[src/rtl/serial_subtractor_pkg.sv]
// Shared types and helpers for the serial subtractor: FSM state encoding,
// default geometry and the counter-width / parameter-legality helpers.
package serial_subtractor_pkg;

  typedef enum logic [1:0] {
    IDLE = 2'd0,
    BUSY = 2'd1,
    DONE = 2'd2
  } state_t;

  localparam int DEF_WIDTH = 8;
  localparam int DEF_DIGIT = 1;
  localparam int DEF_N     = DEF_WIDTH / DEF_DIGIT;

  // Slice counter must be at least one bit even when a single slice covers the word.
  function automatic int cnt_width(input int n);
    return (n > 1) ? $clog2(n) : 1;
  endfunction

  function automatic bit digit_ok(input int width, input int digit);
    return (digit > 0) && (width >= 2) && ((width % digit) == 0);
  endfunction

endpackage

[src/rtl/serial_subtractor_sub_digit.sv]
// Combinational DIGIT-bit subtract slice: {bout, d_s} = a_s - b_s - bin.
module sub_digit #(
  parameter int DIGIT = 1
) (
  input  logic [DIGIT-1:0] a_s,
  input  logic [DIGIT-1:0] b_s,
  input  logic             bin,
  output logic [DIGIT-1:0] d_s,
  output logic             bout
);

  logic [DIGIT:0] res;

  // One extra bit captures the borrow as the sign of the widened difference.
  assign res  = {1'b0, a_s} - {1'b0, b_s} - (DIGIT+1)'(bin);
  assign d_s  = res[DIGIT-1:0];
  assign bout = res[DIGIT];

endmodule

[src/rtl/serial_subtractor.sv]
// Multi-cycle a - b - borr_in, DIGIT bits per clock LSB first, with
// valid/ready handshakes on both sides and registered result flags.
module serial_subtractor
  import serial_subtractor_pkg::*;
#(
  parameter int WIDTH = DEF_WIDTH,
  parameter int DIGIT = DEF_DIGIT
) (
  input  logic             clk,
  input  logic             rst,
  input  logic             in_valid,
  output logic             in_ready,
  input  logic [WIDTH-1:0] a,
  input  logic [WIDTH-1:0] b,
  input  logic             borr_in,
  output logic             out_valid,
  input  logic             out_ready,
  output logic [WIDTH-1:0] diff,
  output logic             borr_out,
  output logic             ovf,
  output logic             zero
);

  localparam int N  = WIDTH / DIGIT;
  localparam int CW = cnt_width(N);

  generate
    if (!digit_ok(WIDTH, DIGIT)) begin : g_bad_params
      $fatal(1, "serial_subtractor: WIDTH must be >= 2 and a multiple of DIGIT");
    end
  endgenerate

  state_t           state;
  logic [WIDTH-1:0] a_r;
  logic [WIDTH-1:0] b_r;
  logic [CW-1:0]    cnt;
  logic             borr_r;
  logic [WIDTH-1:0] diff_nx;
  logic [DIGIT-1:0] a_s;
  logic [DIGIT-1:0] b_s;
  logic [DIGIT-1:0] d_s;
  logic             bout;
  int               base;

  always_comb begin
    base = int'(cnt) * DIGIT;
  end

  assign a_s = a_r[base +: DIGIT];
  assign b_s = b_r[base +: DIGIT];

  sub_digit #(.DIGIT(DIGIT)) u_sub_digit (
    .a_s  (a_s),
    .b_s  (b_s),
    .bin  (borr_r),
    .d_s  (d_s),
    .bout (bout)
  );

  // Result word with the current slice merged in, so flags see the final MSB.
  always_comb begin
    diff_nx = diff;
    diff_nx[base +: DIGIT] = d_s;
  end

  always_ff @(posedge clk) begin
    if (rst) begin
      state     <= IDLE;
      in_ready  <= 1'b1;
      out_valid <= 1'b0;
      diff      <= '0;
      borr_out  <= 1'b0;
      ovf       <= 1'b0;
      zero      <= 1'b0;
      cnt       <= '0;
      borr_r    <= 1'b0;
      a_r       <= '0;
      b_r       <= '0;
    end else begin
      case (state)
        IDLE: begin
          if (in_valid && in_ready) begin
            a_r      <= a;
            b_r      <= b;
            borr_r   <= borr_in;
            cnt      <= '0;
            in_ready <= 1'b0;
            state    <= BUSY;
          end
        end
        BUSY: begin
          diff   <= diff_nx;
          borr_r <= bout;
          if (cnt == CW'(N-1)) begin
            borr_out  <= bout;
            ovf       <= (a_r[WIDTH-1] ^ b_r[WIDTH-1]) & (diff_nx[WIDTH-1] ^ a_r[WIDTH-1]);
            zero      <= (diff_nx == '0);
            out_valid <= 1'b1;
            state     <= DONE;
          end else begin
            cnt <= cnt + 1'b1;
          end
        end
        DONE: begin
          if (out_valid && out_ready) begin
            out_valid <= 1'b0;
            in_ready  <= 1'b1;
            state     <= IDLE;
          end
        end
        default: begin
          state     <= IDLE;
          in_ready  <= 1'b1;
          out_valid <= 1'b0;
        end
      endcase
    end
  end

endmodule

[config.mk]
export PLATFORM = sky130hd
export DESIGN_NAME = serial_subtractor
export DESIGN_NICKNAME = d
export VERILOG_FILES = /design/src/rtl/serial_subtractor_pkg.sv /design/src/rtl/serial_subtractor_sub_digit.sv /design/src/rtl/serial_subtractor.sv
export SDC_FILE = /design/constraint.sdc
export NUM_CORES = 1
export LEC_CHECK = 0
export BUFFER_PORTS_ARGS = -buffer_cell sky130_fd_sc_hd__buf_2
export CORE_ASPECT_RATIO = 0.7
export CORE_MARGIN = 4
export CORE_UTILIZATION = 54
export DETAILED_ROUTE_END_ITERATION = 8
export PLACE_DENSITY = 0.76
export SLEW_MARGIN = 20
export SYNTH_ARGS = -nofsm -noshare
export SYNTH_HDL_FRONTEND = slang
export SYNTH_SLANG_ARGS = --single-unit
export TNS_END_PERCENT = 1
[constraint.sdc]
create_clock -name clk -period 3.4 [get_ports clk]
set_clock_uncertainty 0.2 [all_clocks]
set_input_delay 0.68 -clock clk [delete_from_list [all_inputs] [get_ports clk]]
set_output_delay 0.68 -clock clk [all_outputs]
set_load 0.05 [all_outputs]
==> Yosys cells after proc, flatten, opt, wreduce, memory -nomap -nowiden <==
Cells that the tools add are included.
{ "op_classes": {"bitwise_logic": 5, "eq_ne": 7, "reduce_logical": 12, "addsub": 4, "n_mux": 16, "shifts": 4} }
{ "ops": {"columns": ["cell", "n"], "rows": [
  ["3-bit negation with 33-bit output", 1],
  ["1-bit by 33-bit variable shift with 8-bit output, first input constant", 1],
  ["1-bit by 33-bit indexed part select with 8-bit output", 1],
  ["8-bit by 4-bit indexed part select with 1-bit output", 2],
  ["3-bit AND reduction", 4],
  ["8-bit bitwise mux", 1],
  ["8-bit zero test", 1],
  ["2-bit != test, second input constant", 4],
  ["2-bit 2-to-1 mux", 3],
  ["3-bit 2-to-1 mux", 2],
  ["1-bit one-hot mux with 3 select lines", 2],
  ["2-bit one-hot mux with 3 select lines", 1],
  ["3-bit one-hot mux with 2 select lines", 1],
  ["2-bit AND reduction", 3],
  ["1-bit 2-to-1 mux", 5],
  ["3-bit by 1-bit adder with 3-bit output, second input constant", 1],
  ["3-bit equality test, second input constant", 1],
  ["2-bit by 1-bit equality test with 1-bit output, second input constant", 1],
  ["2-bit equality test, second input constant", 1],
  ["1-bit logical AND", 2],
  ["2-bit zero test", 1],
  ["1-bit NOT", 2],
  ["1-bit one-hot mux with 2 select lines", 1],
  ["2-bit nonzero test", 1],
  ["4 further kinds", 5]
]} }
{ "totals": {"wordCells": 59, "inputBits": 21, "ff_bits": 35, "output_inout_bits": 13} }

==> Depth between registers and ports, before layout <==
Gate-level depths: netlist of the first run.
{ "depth": {"word_depth": 7, "ltp_mapped": 10, "depth_no_buf": 8} }

==> By module <==
Synthesis of the first run repeated with hierarchy kept, for this count alone.
{ "hier_totals": {"cells_unflattened": 219, "hier_area_um2": 1851.8} }
{ "modules_own_cells": {"columns": ["module", "seq_area_each_um2", "cells_per_inst", "area_each_um2", "n_inst"], "rows": [
  ["serial_subtractor", 700.7, 216, 1824.2, 1],
  ["sub_digit", 0.0, 3, 27.5, 1]
]} }

==> Worst setup path after synthesis of the first run <==
OpenSTA, ideal clock, no wires.
{ "synth_path": {"kind": "register -> register", "startpoint": "register cnt[0]", "endpoint": "register zero", "setup_ns": 0.087, "arrival_ns": 2.458, "period_less_slack_ns": 2.745, "required_time_ns": 3.113, "stages_incl_launch_ff": 10, "slack_ns": 0.655, "path_buffers": 2, "cell_sequence": "dfxtp_1 > buf_6 > mux4_1 > mux2i_1 > fa_1 > clkbuf_1 > and2b_2 > mux2i_1 > nand4_1 > o31ai_1"} }
{ "synth_between": {"elab_chain_cells": 6, "word_cells_on_any_way": 11, "cone_classes": "add/sub: 3; eq/ne: 1; shift: 4; mux: 1; reduce/logical: 2"} }
{ "synth_rtl": {"columns": ["element", "line_no", "text"], "rows": [
  ["start, declared", "serial_subtractor.sv:36", "logic [CW-1:0] cnt;"],
  ["start signal, assigned", "serial_subtractor.sv:101", "cnt <= cnt + 1'b1;"],
  ["8-bit by 4-bit indexed part select with 1-bit output, on equally long branches", "serial_subtractor.sv:49, serial_subtractor.sv:50", null],
  ["1-bit by 1-bit subtractor with 2-bit output", "serial_subtractor_sub_digit.sv:15", "assign res = {1'b0, a_s} - {1'b0, b_s} - (DIGIT+1)'(bin);"],
  ["2-bit by 1-bit subtractor with 2-bit output", "serial_subtractor_sub_digit.sv:15", null],
  ["1-bit by 33-bit indexed part select with 8-bit output", "serial_subtractor.sv:63", "diff_nx[base +: DIGIT] = d_s;"],
  ["8-bit bitwise mux", "serial_subtractor.sv:63", null],
  ["8-bit zero test", "serial_subtractor.sv:97", "zero <= (diff_nx == '0);"],
  ["end signal, assigned", "serial_subtractor.sv:97", null],
  ["end, declared", "serial_subtractor.sv:21", "output logic zero"]
]} }
Parallel ways exist; a longest one is shown, timed or not.
A chain may end at the register's enable or synchronous reset.

==> Final worst setup path of the first run <==
{ "layout_path": {"startpoint": "register cnt[0]", "endpoint": "register ovf"} }
{ "layout_between": {"elab_chain_cells": 7, "word_cells_on_any_way": 12, "cone_classes": "add/sub: 3; eq/ne: 1; shift: 4; mux: 1; bitwise: 2; reduce/logical: 1"} }
{ "layout_rtl": {"columns": ["element", "line_no", "text"], "rows": [
  ["8-bit by 4-bit indexed part select with 1-bit output, on equally long branches", "serial_subtractor.sv:49, serial_subtractor.sv:50", null],
  ["1-bit by 1-bit subtractor with 2-bit output", "serial_subtractor_sub_digit.sv:15", null],
  ["2-bit by 1-bit subtractor with 2-bit output", "serial_subtractor_sub_digit.sv:15", null],
  ["1-bit by 33-bit indexed part select with 8-bit output", "serial_subtractor.sv:63", null],
  ["8-bit bitwise mux", "serial_subtractor.sv:63", null],
  ["1-bit XOR", "serial_subtractor.sv:96", "ovf <= (a_r[WIDTH-1] ^ b_r[WIDTH-1]) & (diff_nx[WIDTH-1] ^ a_r[WIDTH-1]);"],
  ["1-bit bitwise AND", "serial_subtractor.sv:96", null],
  ["end signal, assigned", "serial_subtractor.sv:96", null],
  ["end, declared", "serial_subtractor.sv:20", "output logic ovf,"]
]} }
Parallel ways exist; a longest one is shown, timed or not.

==> results.ini, run 1 <==
[run_status]
status = complete, no violations

[yosys]
syn_inst = 205
yosys.area.top_type = dfxtp_1
syn-cell-area_sq_um = 1780
synth_edf_count = 0
syn_nets = 231
ys_ff_latch = 35
synth.top_cell.area_share_pct = 39.4
synth_flop_cell = dfxtp_1
ys_warn_count = 0
synth_cell_types = 40
yosys-top-cells-area = dfxtp_1 39%, nand2_1 8.4%, mux2i_1 6.8%, mux4_1 5.9%, a21oi_1 5.6%
ys_seq_area_share_pct = 39.4
async_flop_share_pct = 0
avgSynthCellArea_sq_um = 8.68

[sta]
relSlewSlack_pct = 59.2
max_freq_mhz = 330
finalCritPeriodShare_pct = 89.2
setup_viol_count_final = 0
slew_violations = 0
setup-tns-final_ns = 0
rsz0062_at_grt = false
fin_ws_ns = 0.367
tightest_slew_ns = 0.612
hold_viol = 0
hold_slack_ns = 0.250
period_needed_ns = 3.03

[clock_network]
ctsHoldBuffers = 0
clk_pin_slew_ns = 0.06
clock_latency_ns = 0.28
htreeDepth = 2
cts_resized = 0
clock-sinks = 35
cts-root-buf = clkbuf_8
postCtsSetupBuffers = 0
cts_tree = yes
clk_path_buf_depth = 2
cts-buffers-inserted = 5

[die]
die_y_microns = 56.0
start_util_pct = 56.5
dieArea_sq_um = 4290
die_w_microns = 76.6
rows = 17
design.core.area_sq_um = 3150
io_pins = 34

[power_and_ir_drop]
cellLeakagePower_nw = 0.826
ir_worst_vdd_uv = 331
total_power_mw = 0.893
power.density_nw_per_um2 = 442

[flow_run]
cap_violations = 0

[drt]
ant_nets = 0
wire_per_inst_microns = 13.9
drtIter0Drc = 82
drc = 0
dr.pass1.iters = 4
drt_wl_total_microns = 3790
vias = 1494
vias_per_cell = 5.47

[final_layout]
area_delta_synth_final_pct = 13.6
layout_common_cells = 40 x nand2_1, 35 x dfxtp_1, 33 x buf_2
final_nets = 260
diodes = 0
layout_commonest_cell = nand2_1
final_cells = 273
final_util_pct = 64.2
final_area_sq_um = 2020
final_layout_size_suffix_gt1_share_pct = 20.9

[place]
postPlaceCellArea_sq_um = 1940
port_buffers = 33
placed_cells = 265
gp_congestion = 0.856
pre_cts_ws_ns = 0.423
dpl.hpwl_microns = 2750

[global_route]
grt_pass1_wl_microns = 6550
grt_max_degree = 36
antenna_found_initial = 0
grt_pass1_vias = 1372
track_usage_pct = 19.1
overflow = 0

[hold_path]
hp-class = reg -> reg
min-delay-start = a_r[1]

[worst_setup_path]
cp-start-kind = flip-flop
startpoint = cnt[0]
worstPathMaxFanout = 11
r2r_slack_ns = 0.37
critical_path_arrival_ns = 3.02
crit_end = ovf
timing.rr.end = ovf
cp-end-kind = flip-flop
timing_worst_setup_path_type = reg -> reg
reg2reg_from = cnt[0]
rr_worst_depth = 7
required_ns = 3.38

-- cell families after synthesis --
family                   Yosys count  synth area share [%]
AO/OA/AOI/OAI                     38                  13.5
adder cells (fa/ha/maj)            5                  3.94
buffers and inverters             18                  4.85
flip-flops                        35                  39.4
multiplexers                      16                  12.7
AND/OR/NAND/NOR                   93                  25.7
-- registers in the layout, indices dropped and copies added (netlist names) --
name       flops
a_r            8
ovf            1
zero           1
state          2
borr_out       1
cnt            3
borr_r         1
in_ready       1
diff           8
out_valid      1
b_r            8
-- synth_stat cells, types with 2 or more instances --
cell type	instances
or3b_1	2
a21oi_1	20
mux4_1	4
mux2i_1	12
buf_2	2
clkbuf_1	8
a22oi_1	2
nor2_1	23
nand2b_1	2
dfxtp_1	35
buf_6	2
nand2_1	40
inv_1	5
nand3_1	2
and2_1	2
o21ai_0	3
o21a_1	2
nor3_1	6
nand4_1	2
a211oi_1	5
nand3b_1	3
ha_1	4
nor2b_1	2
-- worst min path at each step --
stage / end / slack (ns) / depth (start not counted)
floorplan: a_r[1] / 0.23 / 2
global placement: a_r[1] / 0.24 / 2
detailed placement: a_r[1] / 0.24 / 2
CTS: a_r[1] / 0.25 / 2
global route: a_r[1] / 0.28 / 2
finish: a_r[1] / 0.25 / 2
-- layer usage --
layer / wire [microns] / global-route usage (%) / vias to the layer above
li1: - / - / 770
met1: 1970 / 28.3 / 686
met2: 1550 / 26.2 / 33
met3: 245 / 5.99 / 5
met4: 21 / 5.43 / 0
met5: 0 / 0 / -
-- worst max-delay path: stages, from the launching register on --
cell,delay (ns)
dfxtp_1,0.44
mux4_1,0.58
nand2_1,0.08
nand2_1,0.06
fa_1,0.71
mux2i_1,0.22
or3b_1,0.38
a311oi_1,0.28
-- cell type report --
cell class	count	area [sq um]
Timing Repair Buffer	35	180
Fill cell	290	1130
Inverter	5	18.8
Multi-Input combinational cell	152	992
Tap cell	38	47.5
Clock buffer	7	76.3
Clock inverter	1	5.00
Sequential cell	35	701
-- power breakdown --
group	switching (mW)	total [mW]	internal [mW]
clock	0.137	0.280	0.143
combinational	0.101	0.167	0.0654
sequential	0.0148	0.445	0.431
total	0.253	0.893	0.639
Note: power is estimated with default switching activity, not from simulation.
==> run 2: changes to the inputs <==
Settings changed: ABC_AREA set to 1.
==> run 2 against run 1 <==
Against the previous run: cell area is 0.25% higher; hold slack improved by 0.015 ns; critical path depth increased by 7; via count grew 12%; routed wire length grew 5.1%; flip-flop and latch count unchanged; setup slack improved by 0.012 ns.
==> results.ini, run 2 <==
[clock_network]
postCtsSetupBuffers = 0
htreeDepth = 2
clock_latency_ns = 0.29
cts-buffers-inserted = 5
cts_resized = 0
clock-sinks = 35
cts_tree = yes
cts-root-buf = clkbuf_8
clk_pin_slew_ns = 0.08
ctsHoldBuffers = 0
clk_path_buf_depth = 2

[worst_setup_path]
worstPathMaxFanout = 15
critical_path.cell_chain = inv_2 -> o21ai_0 -> o22ai_1 -> o21ai_0 -> fa_1 -> nand2_1 -> nor2_2 -> inv_1 -> nand3_1 -> nand2_1 -> nand3_1 -> nor2_1 -> nand2_1 -> a21oi_2
cp-end-kind = flip-flop
cp_common_cell = nand2_1
required_ns = 3.43
cp-start-kind = flip-flop
cp_slowest_stage_delay_ns = 0.62
critical_path_arrival_ns = 3.05
crit_slowest_cell = dfxtp_1
timing_worst_setup_path_type = reg -> reg

[drt]
dr.pass1.iters = 4
wire_per_inst_microns = 12.5
ant_nets = 0
drc = 0
vias = 1666
drt_wl_total_microns = 3980
drtIter0Drc = 108
vias_per_cell = 5.24

[yosys]
syn_nets = 274
synth_edf_count = 0
synth_compound_area_share_pct = 21.2
avgSynthCellArea_sq_um = 7.15
synth.top_cell.area_share_pct = 39.5
synth_flop_cell = dfxtp_1
muxShareOfSynthArea_pct = 0
yosys.area.top_type = dfxtp_1
async_flop_share_pct = 0
synthTopCellsByCount = 44 x nor2_1, 35 x dfxtp_1, 33 x nand2_1
ys_ff_latch = 35
ys_seq_area_share_pct = 39.5
yosys-top-cells-area = dfxtp_1 40%, nor2_1 9.3%, nand2_1 7.0%, o21ai_0 6.8%, nand3_1 4.5%
synth_xor_area_share_pct = 0
syn-cell-area_sq_um = 1770
yosys.area_share.simple_pct = 26.2
synth_top_family_by_area = simple AND/OR/NAND/NOR gates
synthAdderAreaFrac_pct = 3.95
ys_warn_count = 0
synth_cell_types = 29
yosysMostFrequentCell = nor2_1
syn_inst = 248

[run_status]
status = complete, no violations

[global_route]
track_usage_pct = 20.2
grt_max_degree = 28
grt_pass1_wl_microns = 6980
grt_pass1_vias = 1509
overflow = 0
antenna_found_initial = 0

[final_layout]
layout_common_cells = 44 x nor2_1, 35 x dfxtp_1, 33 x nand2_1, 33 x buf_2, 24 x o21ai_0
multi_input_area_sq_um = 911
largestRegisters = a_r: 8 flops, b_r: 8 flops, diff: 8 flops
diodes = 0
final_layout_size_suffix_gt1_share_pct = 23.2
area_delta_synth_final_pct = 14.3
final_util_pct = 64.3
layout_commonest_cell = nor2_1
final_nets = 305
seqCellArea_sq_um = 701
final_cells = 318
n_fill_cell = 292

[die]
die_y_microns = 55.9
start_util_pct = 56.3
rows = 17
io_pins = 34
dieArea_sq_um = 4280
die_w_microns = 76.5
design.core.area_sq_um = 3150

[sta]
hold_viol = 0
slew_violations = 0
max_freq_mhz = 331
rsz0062_at_grt = false
relSlewSlack_pct = 53.0
tightest_slew_ns = 0.705
hold_slack_ns = 0.265
setup_viol_count_final = 0
finalCritPeriodShare_pct = 88.9
setup-tns-final_ns = 0
period_needed_ns = 3.02

[flow_run]
cap_violations = 0

[hold_path]
hp-class = reg -> reg

[power_and_ir_drop]
ir_worst_vdd_uv = 315
cellLeakagePower_nw = 0.959
power.density_nw_per_um2 = 537

[place]
gp_congestion = 0.862
dpl.hpwl_microns = 2910
port_buffers = 33
placed_cells = 310

## run 2: report_power, final
group,total [mW],leakage [nW],switching (mW),internal [mW]
registers,0.481,0.288,0.0321,0.449
logic,0.308,0.630,0.211,0.0967
clock network,0.298,0.0412,0.155,0.143
total,1.09,0.959,0.398,0.689
## run 2: layout make-up
cell class	count	area share (%)
Clock buffer	6	3.58
Sequential cell	35	34.6
Timing Repair Buffer	34	8.52
Multi-Input combinational cell	174	45.0
Tap cell	38	2.35
Clock inverter	2	0.618
Inverter	29	5.37
## run 2: metrics by stage
step	setup slack, ns	total power [mW]	cell area (sq um)
CTS	0.415	1.09	2030
global route	0.0194	1.16	2030
detailed placement	0.440	0.796	1940
finish	0.379	1.09	2030
floorplan	0.952	0.729	1770
global placement	0.662	0.791	1940
## run 2: worst max-delay path: cells and delay by family (launching register included)
family	cells	cell delay, ns
flip-flops	1	0.62
buffers and inverters	2	0.31
AND/OR/NAND/NOR	7	0.66
adder cells (fa/ha/maj)	1	0.47
AO/OA/AOI/OAI	4	0.68
## run 2: kinds of logic after synthesis
family                   count (synthesis)
AO/OA/AOI/OAI                           63
adder cells (fa/ha/maj)                  5
buffers and inverters                   39
flip-flops                              35
AND/OR/NAND/NOR                        106
## run 2: metal layers
metal / track usage, % / up-vias / part of all wire [%]
met5: 0 / - / 0
met4: 6.20 / 0 / 1.4
met3: 6.31 / 7 / 5.3
met2: 29.3 / 43 / 42
met1: 28.5 / 729 / 52
li1: - / 887 / -
## run 2: worst paths after layout
| check | from | end | slack, ns | cells after the start |
|---|---|---|---|---|
| max reg2reg | cnt[0] | zero | 0.38 | 14 |
| min | in_ready | in_ready | 0.26 | 2 |
| min reg2reg | in_ready | in_ready | 0.26 | 2 |
| max | cnt[0] | zero | 0.38 | 14 |
